$ cat src/rtl/fnd_scan_decoder_if.sv
// Snoop bus of the 4-digit multiplexed FND display plus the recovered-frame outputs.
// The master drives the display lines; the slave (the decoder) recovers the frame.
interface fnd_scan_decoder_if;
    logic [3:0]  fnd_com;
    logic [7:0]  fnd_data;
    logic [13:0] value;
    logic [15:0] digits;
    logic [3:0]  dp;
    logic        value_valid;
    logic        frame_err;
    logic        no_signal;

    modport master (
        output fnd_com, fnd_data,
        input  value, digits, dp, value_valid, frame_err, no_signal
    );

    modport slave (
        input  fnd_com, fnd_data,
        output value, digits, dp, value_valid, frame_err, no_signal
    );
endinterface

$ cat src/rtl/fnd_scan_decoder.sv
// Receive-side FND scan decoder: snoops the multiplexed digit-select and segment
// buses, recovers the four scanned digits and decimal points, and converts an
// error-free frame to its binary value (0..9999).
module fnd_scan_decoder #(
    parameter int unsigned SETTLE_CYCLES  = 4,
    parameter int unsigned TIMEOUT_CYCLES = 500000
) (
    input logic clk,
    input logic rst,
    fnd_scan_decoder_if.slave bus
);
    localparam int unsigned SCW = $clog2(SETTLE_CYCLES + 1);
    localparam int unsigned ICW = $clog2(TIMEOUT_CYCLES + 1);
    // Counter saturates one above the capture point so a long dwell captures only once.
    localparam logic [SCW-1:0] CAP_AT   = SCW'(SETTLE_CYCLES - 1);
    localparam logic [SCW-1:0] STAB_SAT = SCW'(SETTLE_CYCLES);
    localparam logic [ICW-1:0] IDLE_SAT = ICW'(TIMEOUT_CYCLES);
    localparam logic [ICW-1:0] IDLE_HIT = ICW'(TIMEOUT_CYCLES - 1);

    typedef enum logic {WAIT0, WAITN} state_t;

    // Returns {seg_bad, nibble}; dp is not part of the glyph.
    function automatic logic [4:0] seg_decode(input logic [6:0] seg);
        unique case ({1'b1, seg})
            8'hC0: return 5'h00;
            8'hF9: return 5'h01;
            8'hA4: return 5'h02;
            8'hB0: return 5'h03;
            8'h99: return 5'h04;
            8'h92: return 5'h05;
            8'h82: return 5'h06;
            8'hF8: return 5'h07;
            8'h80: return 5'h08;
            8'h90: return 5'h09;
            8'h88: return 5'h0A;
            8'h83: return 5'h0B;
            8'hC6: return 5'h0C;
            8'hA1: return 5'h0D;
            8'h86: return 5'h0E;
            8'h8E: return 5'h0F;
            default: return 5'h10;
        endcase
    endfunction

    // Returns {slot_ok, slot}; only single active-low selects are legal.
    function automatic logic [2:0] com_decode(input logic [3:0] com);
        unique case (com)
            4'b1110: return 3'b100;
            4'b1101: return 3'b101;
            4'b1011: return 3'b110;
            4'b0111: return 3'b111;
            default: return 3'b000;
        endcase
    endfunction

    logic [3:0]     com_s1, com_s2, com_p;
    logic [7:0]     data_s1, data_s2, data_p;
    logic [SCW-1:0] stab_cnt;
    logic [ICW-1:0] idle_cnt;
    state_t         state;
    logic [1:0]     expect_slot;
    logic [2:0][3:0] buf_nib;
    logic [2:0]     buf_dp, buf_bad;
    logic [3:0][3:0] conv_nib;
    logic [3:0]     conv_dp, conv_bad;
    logic           conv_busy;
    logic [1:0]     conv_step;
    logic [13:0]    acc, acc_next;
    logic           conv_err;
    logic [13:0]    value_r;
    logic [15:0]    digits_r;
    logic [3:0]     dp_r;
    logic           value_valid_r, frame_err_r, no_signal_r;

    logic [2:0] com_info;
    logic [4:0] seg_info;
    logic [1:0] cap_slot;
    logic [3:0] cap_nib;
    logic       cap_bad, cap_dp, capture, frame_done;

    assign com_info   = com_decode(com_p);
    assign seg_info   = seg_decode(data_p[6:0]);
    assign cap_slot   = com_info[1:0];
    assign cap_nib    = seg_info[3:0];
    assign cap_bad    = seg_info[4];
    assign cap_dp     = ~data_p[7];
    assign capture    = (stab_cnt == CAP_AT) && com_info[2];
    assign frame_done = capture && (state == WAITN) && (cap_slot == expect_slot)
                        && (cap_slot == 2'd3);

    // Two-flop input synchronizers and the dwell-stability counter on the synced pair.
    always_ff @(posedge clk or posedge rst) begin
        if (rst) begin
            com_s1   <= '0;
            com_s2   <= '0;
            com_p    <= '0;
            data_s1  <= '0;
            data_s2  <= '0;
            data_p   <= '0;
            stab_cnt <= '0;
        end else begin
            com_s1  <= bus.fnd_com;
            com_s2  <= com_s1;
            com_p   <= com_s2;
            data_s1 <= bus.fnd_data;
            data_s2 <= data_s1;
            data_p  <= data_s2;
            if ({com_s2, data_s2} != {com_p, data_p})
                stab_cnt <= '0;
            else if (stab_cnt != STAB_SAT)
                stab_cnt <= stab_cnt + 1'b1;
        end
    end

    // Frame assembly FSM (ones first) with the idle timeout; hands a full frame to conversion.
    always_ff @(posedge clk or posedge rst) begin
        if (rst) begin
            state       <= WAIT0;
            expect_slot <= '0;
            buf_nib     <= '0;
            buf_dp      <= '0;
            buf_bad     <= '0;
            conv_nib    <= '0;
            conv_dp     <= '0;
            conv_bad    <= '0;
            idle_cnt    <= '0;
            no_signal_r <= 1'b0;
        end else begin
            if (capture) begin
                idle_cnt    <= '0;
                no_signal_r <= 1'b0;
            end else if (idle_cnt != IDLE_SAT) begin
                idle_cnt <= idle_cnt + 1'b1;
                if (idle_cnt == IDLE_HIT) begin
                    no_signal_r <= 1'b1;
                    state       <= WAIT0;
                end
            end

            if (capture) begin
                unique case (state)
                    WAIT0: begin
                        if (cap_slot == 2'd0) begin
                            buf_nib[0]  <= cap_nib;
                            buf_dp[0]   <= cap_dp;
                            buf_bad[0]  <= cap_bad;
                            expect_slot <= 2'd1;
                            state       <= WAITN;
                        end
                    end
                    WAITN: begin
                        if (cap_slot == expect_slot) begin
                            if (cap_slot == 2'd3) begin
                                conv_nib <= {cap_nib, buf_nib[2], buf_nib[1], buf_nib[0]};
                                conv_dp  <= {cap_dp, buf_dp};
                                conv_bad <= {cap_bad, buf_bad};
                                state    <= WAIT0;
                            end else begin
                                for (int unsigned i = 0; i < 3; i++) begin
                                    if (cap_slot == 2'(i)) begin
                                        buf_nib[i] <= cap_nib;
                                        buf_dp[i]  <= cap_dp;
                                        buf_bad[i] <= cap_bad;
                                    end
                                end
                                expect_slot <= expect_slot + 2'd1;
                            end
                        end else if (cap_slot == 2'd0) begin
                            buf_nib[0]  <= cap_nib;
                            buf_dp[0]   <= cap_dp;
                            buf_bad[0]  <= cap_bad;
                            expect_slot <= 2'd1;
                        end else begin
                            state <= WAIT0;
                        end
                    end
                    default: state <= WAIT0;
                endcase
            end
        end
    end

    // One multiply-accumulate step (thousands first) and the frame error summary.
    always_comb begin
        acc_next = (acc << 3) + (acc << 1) + {10'd0, conv_nib[~conv_step]};
        conv_err = |conv_bad;
        for (int unsigned i = 0; i < 4; i++) begin
            if (conv_nib[i] > 4'd9)
                conv_err = 1'b1;
        end
    end

    // Four-step decimal-to-binary conversion; the last step publishes the frame outputs.
    always_ff @(posedge clk or posedge rst) begin
        if (rst) begin
            conv_busy     <= 1'b0;
            conv_step     <= '0;
            acc           <= '0;
            value_r       <= '0;
            digits_r      <= '0;
            dp_r          <= '0;
            value_valid_r <= 1'b0;
            frame_err_r   <= 1'b0;
        end else begin
            value_valid_r <= 1'b0;
            if (frame_done) begin
                conv_busy <= 1'b1;
                conv_step <= '0;
                acc       <= '0;
            end else if (conv_busy) begin
                acc       <= acc_next;
                conv_step <= conv_step + 2'd1;
                if (conv_step == 2'd3) begin
                    conv_busy   <= 1'b0;
                    digits_r    <= conv_nib;
                    dp_r        <= conv_dp;
                    frame_err_r <= conv_err;
                    if (!conv_err) begin
                        value_r       <= acc_next;
                        value_valid_r <= 1'b1;
                    end
                end
            end
        end
    end

    // A new frame can never complete while conversion runs when dwell >= 2 cycles.
    a_no_overlap: assert property (@(posedge clk) disable iff (rst) !(frame_done && conv_busy));

    assign bus.value       = value_r;
    assign bus.digits      = digits_r;
    assign bus.dp          = dp_r;
    assign bus.value_valid = value_valid_r;
    assign bus.frame_err   = frame_err_r;
    assign bus.no_signal   = no_signal_r;
endmodule

$ cat src/flat_wrapper.sv
// flat-port wrapper written by rule: the top's interface ports become plain ports
module fnd_scan_decoder_flat 
#(
    parameter int unsigned SETTLE_CYCLES  = 4,
    parameter int unsigned TIMEOUT_CYCLES = 500000
)
  (clk, rst, bus_fnd_com, bus_fnd_data, bus_value, bus_digits, bus_dp, bus_value_valid, bus_frame_err, bus_no_signal);
  fnd_scan_decoder_if bus_i ();
  input logic clk;
  input logic rst;
  input wire logic [$bits(bus_i.fnd_com)-1:0] bus_fnd_com;
  input wire logic [$bits(bus_i.fnd_data)-1:0] bus_fnd_data;
  output wire logic [$bits(bus_i.value)-1:0] bus_value;
  output wire logic [$bits(bus_i.digits)-1:0] bus_digits;
  output wire logic [$bits(bus_i.dp)-1:0] bus_dp;
  output wire logic [$bits(bus_i.value_valid)-1:0] bus_value_valid;
  output wire logic [$bits(bus_i.frame_err)-1:0] bus_frame_err;
  output wire logic [$bits(bus_i.no_signal)-1:0] bus_no_signal;
  assign bus_i.fnd_com = bus_fnd_com;
  assign bus_i.fnd_data = bus_fnd_data;
  assign bus_value = bus_i.value;
  assign bus_digits = bus_i.digits;
  assign bus_dp = bus_i.dp;
  assign bus_value_valid = bus_i.value_valid;
  assign bus_frame_err = bus_i.frame_err;
  assign bus_no_signal = bus_i.no_signal;
  fnd_scan_decoder #(.SETTLE_CYCLES(SETTLE_CYCLES), .TIMEOUT_CYCLES(TIMEOUT_CYCLES)) u_core (.clk(clk), .rst(rst), .bus(bus_i));
endmodule
$ cat config.mk
export PLATFORM = sky130hd
export DESIGN_NAME = fnd_scan_decoder_flat
export DESIGN_NICKNAME = d
export VERILOG_FILES = /design/src/rtl/fnd_scan_decoder_if.sv /design/src/rtl/fnd_scan_decoder.sv /design/src/flat_wrapper.sv
export SDC_FILE = /design/constraint.sdc
export NUM_CORES = 1
export LEC_CHECK = 0
export BUFFER_PORTS_ARGS = -buffer_cell sky130_fd_sc_hd__buf_2
export CORE_MARGIN = 1
export CORE_UTILIZATION = 45
export DETAILED_ROUTE_END_ITERATION = 8
export PLACE_DENSITY = 0.62
export SYNTH_ARGS = -nofsm -noshare
export SYNTH_HDL_FRONTEND = slang
export SYNTH_SLANG_ARGS = --single-unit
$ cat constraint.sdc
create_clock -name clk -period 6.6 [get_ports clk]
set_input_delay 0.66 -clock clk [delete_from_list [all_inputs] [get_ports clk]]
set_output_delay 0.66 -clock clk [all_outputs]
set_load 0.02 [all_outputs]
==> results of run 1 <==
==> layer usage <==
layer	global-route usage (%)	routed length, µm	part of all wire, %
met5	0	0	0
met4	7.889	244	1.8
met3	4.382	439	3.2
met2	29.09	6544	48
met1	23.35	6328	47
==> registers in the layout (all words and copies together) (netlist names), 4 cells and up <==
signal / cells
u_core.com_p: 4
u_core.data_s2: 8
u_core.buf_nib: 12
u_core.conv_dp: 4
u_core.bus.digits: 16
u_core.bus.value: 14
u_core.idle_cnt: 19
u_core.conv_nib: 16
u_core.data_p: 8
u_core.com_s2: 4
u_core.data_s1: 8
u_core.com_s1: 4
u_core.bus.dp: 4
u_core.acc: 13
u_core.conv_bad: 4
==> worst max-delay path by stage <==
stage / from / to
6_report: u_core.stab_cnt[0] / u_core.bus.value[2]
3_5_place_dp: u_core.stab_cnt[0] / u_core.bus.value[2]
3_3_place_gp: u_core.stab_cnt[0] / u_core.bus.value[1]
2_1_floorplan: rst / u_core.acc[0]
4_1_cts: u_core.stab_cnt[0] / u_core.bus.value[2]
5_1_grt: u_core.stab_cnt[0] / u_core.bus.value[1]
==> cell type report <==
type                    instances  area share, %
clock inverters                15          2.364
multi-input cells             430          37.03
repair buffers                 53          3.325
inverters                      27          1.296
clock buffers                  17          5.185
flip-flops and latches        156          47.58
well taps                     211          3.218
==> power breakdown <==
group          leakage, µW  switching, µW  internal [µW]  total, µW
Combinational      0.00174           29.4           14.5       43.8
Clock             0.000299            458            516        974
Sequential         0.00208           14.1            967        981
==> critical path, stage by stage (launching register included) <==
cell	delay, ns
dfrtp_1	0.42
ha_1	0.22
ha_1	0.22
and3_1	0.18
nand4_1	0.13
a21o_1	0.74
and3_1	0.99
nand3_4	0.49
mux2_4	0.43
==> stage by stage <==
| step | power, µW | setup slack, ns | std cells | instance area [µm²] |
|---|---|---|---|---|
| 6_report | 1999 | 2.643 | 909 | 8204 |
| 3_3_place_gp | 1043 | 2.698 | 877 | 7585 |
| 3_5_place_dp | 1045 | 2.566 | 877 | 7585 |
| 5_1_grt | 2071 | 2.361 | 909 | 8204 |
| 2_1_floorplan | 1030 | 1.733 | 641 | 7174 |
| 4_1_cts | 2028 | 2.572 | 909 | 8204 |
==> Yosys cell counts (6+ instances only) <==
| cell type | instances |
|---|---|
| nand2_1 | 84 |
| mux2_2 | 20 |
| xor2_1 | 26 |
| inv_1 | 27 |
| xnor2_1 | 19 |
| nand2b_1 | 7 |
| mux2_1 | 19 |
| o21ai_0 | 19 |
| nand3_1 | 20 |
| nor3_1 | 8 |
| nand4_1 | 6 |
| clkbuf_1 | 20 |
| nor2_1 | 54 |
| mux2i_1 | 13 |
| dfrtp_1 | 156 |
| ha_1 | 28 |
| nor4_1 | 8 |
| a21oi_1 | 27 |
==> logic make-up after synthesis <==
kind of cell	Yosys count	synth area share, %
AND/OR/NAND/NOR	220	14.70
flip-flops	156	54.41
XOR/XNOR	45	5.494
buffers and inverters	55	3.296
adder cells (fa/ha/maj)	30	5.441
AO/OA/AOI/OAI	74	6.418
multiplexers	61	10.24
==> results.toml, run 1 <==
[outcome]
status = "completed"

[global_routing]
grt_start_max_net_pins = 91
grt_first_pass_wirelength_mm = 23.00
grt_pass1_vias = 4703
antenna_found_initial = 0
grt_use_total_pct = 18.12
grt_overflow_total = 0

[worst_setup_path]
worstSetupEndpointType = "flop"
rr_worst_depth = 8
rrSetupSlack_ns = 2.64
cp_data_arrival_time_ns = 4.27
crit_type = "reg2reg"
crit_fanout = 30
rr_endpoint = "u_core.bus.value[2]"
r2r_start = "u_core.stab_cnt[0]"
start_kind = "flop"
critical_path_required_ns = 6.91

[cts]
cts_num_sinks = 156
cts_setup_buffers = 0
h-tree-depth = 4
clk_pin_slew_ns = 0.07
cts-buffers-inserted = 17
ctsRootBufferMaster = "clkbuf_16"
cts_hold_buf = 0
post_cts_resized = 0
clock_path_buffers = 2
clk_latency_ns = 0.43
cts_tree = "done"

[drt]
wl_per_cell_um = 14.91
first_iter_violations = 248
vias_per_cell = 5.198
ant_nets = 0
drt_wl_total_mm = 13.56
num_vias = 4725
dr.pass1.iters = 4
drc = 0

[sta]
min_period_ns = 3.957
timing.final.hold_violations = 0
rsz0062_at_grt = "no"
period_share_pct = 59.95
clock.fmax_ghz = 0.2527
fin_worst_skew_ns = 0.009740
setup_violations = 0
hold_ws_ns = 0.3307
drv_slew = 0
worstMarginPinSlew_ns = 1.067
slew_headroom_pct = 28.87
fin_setup_tns_ns = 0

[logic_synthesis]
synth_top_area_cell = "dfrtp_1"
synth.distinct_cells = 60
synth_edf_count = 0
syn_nets = 685
synth_cells = 641
yosys.area.top_type_share_pct = 54.41
async_flop_share_pct = 100.0
synth_seq_area_share_pct = 54.41
avgSynthCellArea_um2 = 11.19
yosysWarningCount = 0
synth_ff_type = "dfrtp_1"
ys_ff_latch = 156
ys_top_cells_by_area = "dfrtp_1 (54%), ha_1 (4.9%), nand2_1 (4.4%)"
syn-cell-area_um2 = 7174

[floorplan]
dieWidth_um = 128.3
die_height_um = 128.3
core_um2 = 15370
dieArea_um2 = 16450
ioPinCount = 51
rows = 45
initial_utilization_pct = 46.67

[cells_and_area]
fin_nets = 729
mostFrequentLayoutCells = "dfrtp_1 (156), nand2_1 (84), nor2_1 (54)"
fin_util_pct = 53.37
area_growth_pct = 14.35
final_common_cell = "dfrtp_1"
multiInputGateArea_um2 = 3038
nFillCells = 1385
ff_latch_area_um2 = 3904
num_antenna_cells = 0
drive_above_1_share_pct = 17.19

[worst_hold_path]
hold_path_end = "u_core.data_s1[4]"
hp-class = "in2reg"
holdPathStages = 1
holdCritStartpoint = "bus_fnd_data[4]"

[job]
cap_violations = 0

[pwr]
powerDensity_nw_per_um2 = 243.6
peakVddDrop_mv = 0.1904
p_leak_uw = 0.004120

[placement]
place_hpwl_mm = 9.291
portBuffers = 50
gp_congestion = 0.8800
Note: power is estimated with default switching activity, not from simulation.
==> run 2, diff against run 1 <==
clock period = 3.8 ns   (was 6.6 ns; I/O delays follow)
==> run 2 against run 1 <==
Effect of this change:
- sequential power is 73% higher
- critical path type unchanged
- critical endpoint is now u_core.bus.value[12]
- non-clock buffer count is 3 higher
- largest cell class unchanged
- fmax is 16% higher
==> results.toml, run 2 (same netlist as run 1, synthesis figures left out) <==
[worst_setup_path]
slowest_stage = "mux4_2"
worstSetupEndpoint = "u_core.bus.value[12]"
rr_worst_depth = 11
critical_path_required_ns = 4.11
cp_slowest_stage_delay_ns = 0.56
rr_endpoint = "u_core.bus.value[12]"
cp_data_arrival_time_ns = 3.71
crit_fanout = 6
crit_top_cell = "ha_1"
critPathTopFamily = "multiplexers"
rrSetupSlack_ns = 0.40
r2r_start = "u_core.conv_step[0]"
crit_chain = "mux4_2 > ha_1 > ha_1 > inv_1 > fa_1 > nor2b_1 > o31a_1 > o41a_1 > nor4_1 > nor3_1 > mux2_2"
path_buf_inv = 1
start_kind = "flop"
crit_type = "reg2reg"
path_depth = 11
startpoint = "u_core.conv_step[0]"
worstSetupEndpointType = "flop"

[cells_and_area]
mostFrequentLayoutCells = "dfrtp_1 (156), nand2_1 (84), nor2_1 (54)"
final_area_um2 = 8215
drive_above_1_share_pct = 17.55
area_growth_pct = 14.51
largest_reg_flops = 19
fin_nets = 732
num_antenna_cells = 0
nFillCells = 1344
regMostFlops = "u_core.idle_cnt"
final_common_cell = "dfrtp_1"

[sta]
clock.fmax_ghz = 0.2941
fin_setup_tns_ns = 0
drv_slew = 0
rsz0062_at_grt = "no"
min_period_ns = 3.400
slew_headroom_pct = 45.07
fin_worst_skew_ns = 0.009754
setup_violations = 0
period_share_pct = 89.48
timing.final.hold_violations = 0
hold_ws_ns = 0.05407
worstMarginPinSlew_ns = 0.8239

[cts]
cts_tree = "done"
cts_hold_buf = 0
h-tree-depth = 4
cts_num_sinks = 156
post_cts_resized = 0
cts-buffers-inserted = 17
clk_latency_ns = 0.43
ctsRootBufferMaster = "clkbuf_16"
clk_pin_slew_ns = 0.07
clock_path_buffers = 2
cts_setup_buffers = 0

[placement]
place_hpwl_mm = 9.379
portBuffers = 50
gp_congestion = 0.8415
placed_area_um2 = 7619

[global_routing]
grt_start_max_net_pins = 157
grt_overflow_total = 0
grt_use_total_pct = 18.48
antenna_found_initial = 0
grt_first_pass_wirelength_mm = 23.47
grt_pass1_vias = 4780

[drt]
vias_per_cell = 5.226
ant_nets = 0
first_iter_violations = 252
dr.pass1.iters = 4
drt_wl_total_mm = 13.60
num_vias = 4766
wl_per_cell_um = 14.91
drc = 0

[floorplan]
dieWidth_um = 128.3
dieArea_um2 = 16450
rows = 45
core_um2 = 15370
ioPinCount = 51
initial_utilization_pct = 46.67
die_height_um = 128.3

[pwr]
pwr-share-seq_pct = 49.1
internal-power_uw = 2644
powerDensity_nw_per_um2 = 422.2
p_leak_uw = 0.004126
peakVddDrop_mv = 0.3520
pwr-share-comb_pct = 2.2
p_sw_uw = 824.3
clockPowerShare_pct = 48.6
switching_share_pct = 23.76

[worst_hold_path]
hp-class = "in2reg"

[job]
cap_violations = 0

[outcome]
status = "completed"
==> run 2: cell count changes in the layout (fill, tap and decap cells not counted), sizes merged <==
cell / before / now
clkinv: 9 / 3
inv: 33 / 36
bufinv: 0 / 1
clkinvlp: 0 / 2
buf: 53 / 56
==> run 2: worst min path at each step <==
stage / from / to / slack (ns) / depth (start not counted)
detailed placement: u_core.com_s1[1] / u_core.com_s2[1] / 0.33 / 0
floorplan: u_core.com_s1[0] / u_core.com_s2[0] / 0.33 / 0
finish: bus_fnd_data[2] / u_core.data_s1[2] / 0.05 / 1
CTS: bus_fnd_data[2] / u_core.data_s1[2] / 0.04 / 1
global placement: u_core.data_s1[2] / u_core.data_s2[2] / 0.33 / 0
global route: bus_fnd_data[2] / u_core.data_s1[2] / 0.03 / 1
==> run 2: worst reg2reg max path: stages (launching register included) <==
cell	delay, ns
dfrtp_1	0.52
mux4_2	0.56
ha_1	0.29
ha_1	0.21
inv_1	0.07
fa_1	0.20
nor2b_1	0.08
o31a_1	0.28
o41a_1	0.36
nor4_1	0.36
nor3_1	0.11
mux2_2	0.27
==> run 2: layout make-up <==
cell class / instances / area [µm²] / share of cell area [%]
Sequential cell: 156 / 3904 / 47.52
Multi-Input combinational cell: 430 / 3038 / 36.98
Clock buffer: 17 / 425.4 / 5.178
Timing Repair Buffer: 56 / 307.8 / 3.747
Tap cell: 211 / 264.0 / 3.214
Clock inverter: 15 / 171.4 / 2.087
Inverter: 27 / 105.1 / 1.279
==> run 2: layer usage <==
metal	vias to the layer above	part of all wire (%)	track usage [%]
met5	-	0	0
met4	0	1.7	7.128
met3	18	3.2	4.591
met2	87	48	29.95
met1	2353	47	23.86
li1	2308	-	-
==> run 2: stage by stage <==
stage	total power, µW	instances	setup WS (ns)	utilization (%)
after floorplan	1789	641	0.5422	-
after global placement	1812	880	0.5083	49.56
after detailed placement	1816	880	0.4130	49.56
after CTS	3514	912	0.3925	53.45
after global routing	3589	912	0.1645	53.45
final	3469	912	0.3996	53.45
==> run 2: power groups by stage <==
stage	logic [µW]	registers (µW)	clock network, µW
5_1_grt	89.8	1710	1790
4_1_cts	81.3	1700	1730
2_1_floorplan	69.6	1720	0
6_report	77.7	1700	1690
3_5_place_dp	80.7	1740	0
3_3_place_gp	78.5	1730	0
==> run 3, diff against run 2 <==
PLACE_DENSITY = unset   (was 0.62)
PLACE_DENSITY_LB_ADDON = 0.25   (was unset)
==> run 3 against run 2 <==
Effect of this change:
- fmax shrank 0.52%
- clock skew fell by 0.0026 ns
- clock power shrank 6%
- register-to-register slack got worse by 0.02 ns
- utilization shrank 0.26 points
- flip-flop and latch count is the same
- global-route usage fell by 0.38 points
- non-clock buffer count stayed put
==> results.toml, run 3 (same netlist as run 1, synthesis figures left out) <==
[outcome]
status = "completed"

[cts]
post_cts_resized = 0
cts_hold_buf = 0
cts-buffers-inserted = 17
ctsRootBufferMaster = "clkbuf_16"
clk_pin_slew_ns = 0.07
cts_num_sinks = 156
h-tree-depth = 4
cts_setup_buffers = 0
cts_tree = "done"
clk_latency_ns = 0.42
clock_path_buffers = 2

[cells_and_area]
mostFrequentLayoutCells = "dfrtp_1 (156), nand2_1 (84), nor2_1 (54)"
final_cells = 912
num_antenna_cells = 0
regMostFlops = "u_core.idle_cnt"
final_common_cell = "dfrtp_1"
final_area_um2 = 8175
nFillCells = 1384
largest_reg_flops = 19
area_growth_pct = 13.95
drive_above_1_share_pct = 17.55
fin_nets = 732

[worst_setup_path]
cp_data_arrival_time_ns = 3.73
start_kind = "flop"
crit_type = "reg2reg"
critical_path_required_ns = 4.11
worstSetupEndpointType = "flop"
cp_slowest_stage_delay_ns = 0.55
crit_fanout = 6
crit_top_cell = "ha_1"
crit_chain = "mux4_2 > ha_1 > ha_1 > inv_1 > fa_1 > nor2b_1 > o31a_1 > o41a_1 > nor4_1 > nor3_1 > mux2_2"
slowest_stage = "mux4_2"

[sta]
rsz0062_at_grt = "no"
hold_ws_ns = 0.06044
slew_headroom_pct = 44.61
worstMarginPinSlew_ns = 0.8308
timing.final.hold_violations = 0
setup_violations = 0
clock.fmax_ghz = 0.2925
fin_worst_skew_ns = 0.007104
fin_setup_tns_ns = 0
min_period_ns = 3.418
finalWorstSetupSlack_ns = 0.3817
drv_slew = 0
period_share_pct = 89.96

[drt]
ant_nets = 0
drc = 0
first_iter_violations = 386
wl_per_cell_um = 14.89
vias_per_cell = 5.154
dr.pass1.iters = 5
drt_wl_total_mm = 13.58
num_vias = 4700

[global_routing]
grt_overflow_total = 0
grt_first_pass_wirelength_mm = 23.13
antenna_found_initial = 0
grt_use_total_pct = 18.10
grt_start_max_net_pins = 157
grt_pass1_vias = 4641

[pwr]
p_leak_uw = 0.004112
peakVddDrop_mv = 0.3385
powerDensity_nw_per_um2 = 412.7

[worst_hold_path]
hp-class = "in2reg"

[job]
cap_violations = 0

[placement]
dp.cells = 880
gp_congestion = 0.8467
place_ws_ns = 0.3787
portBuffers = 50
placed_area_um2 = 7619
place_hpwl_mm = 9.367

[floorplan]
initial_utilization_pct = 46.67
ioPinCount = 51
dieWidth_um = 128.3
core_um2 = 15370
rows = 45
die_height_um = 128.3
dieArea_um2 = 16450
-- run 3: changes by cell type in the layout (fill, tap and decap cells not counted), sizes merged --
cell	delta
bufinv	-1
clkinv	+3
inv	-2
-- run 3: cell type report --
cell class                 instances  area [µm²]  area share (%)
inverter                          27       105.1           1.286
clock inverter                    15       131.4           1.607
timing repair buffer              56       307.8           3.765
tap                              211       264.0           3.229
multi-input combinational        430        3038           37.16
sequential                       156        3904           47.75
clock buffer                      17       425.4           5.204
-- run 3: per-stage QoR --
| step | power, µW | utilization (%) |
|---|---|---|
| global route | 3502 | 53.19 |
| CTS | 3418 | 53.19 |
| floorplan | 1789 | - |
| global placement | 1812 | 49.56 |
| finish | 3374 | 53.19 |
| detailed placement | 1816 | 49.56 |
-- run 3: power by group --
| group | total [µW] | internal [µW] | switching, µW |
|---|---|---|---|
| logic | 77.9 | 26.5 | 51.4 |
| clock network | 1590 | 859 | 733 |
| registers | 1700 | 1680 | 24.2 |
-- run 3: per-layer routing --
layer	wire, µm	part of all wire, %	global-route usage, %	vias up
li1	-	-	-	2298
met1	6524	48	24.29	2325
met2	6410	47	28.71	65
met3	476	3.5	4.466	12
met4	165	1.2	6.090	0
met5	0	0	0	-
-- run 3: worst max-delay path: cells and delay by family, from the launching register on --
family	cells	cell delay, ns
compound gates	2	0.64
fa+ha+maj	3	0.72
buf+inv	1	0.07
flops	1	0.52
mux	2	0.82
simple gates	3	0.54
-- run 3: worst paths after layout --
| check | startpoint | to | slack, ns | depth (start not counted) |
|---|---|---|---|---|
| max | u_core.conv_step[0] | u_core.bus.value[12] | 0.38 | 11 |
| min | bus_fnd_data[5] | u_core.data_s1[5] | 0.06 | 1 |
| max reg2reg | u_core.conv_step[0] | u_core.bus.value[12] | 0.38 | 11 |
| min reg2reg | u_core.com_s1[3] | u_core.com_s2[3] | 0.35 | 0 |
| max in group asynchronous | rst | u_core.data_p[0] | 3.01 | 3 |
| min in group asynchronous | rst | u_core.bus.value[4] | 0.17 | 3 |
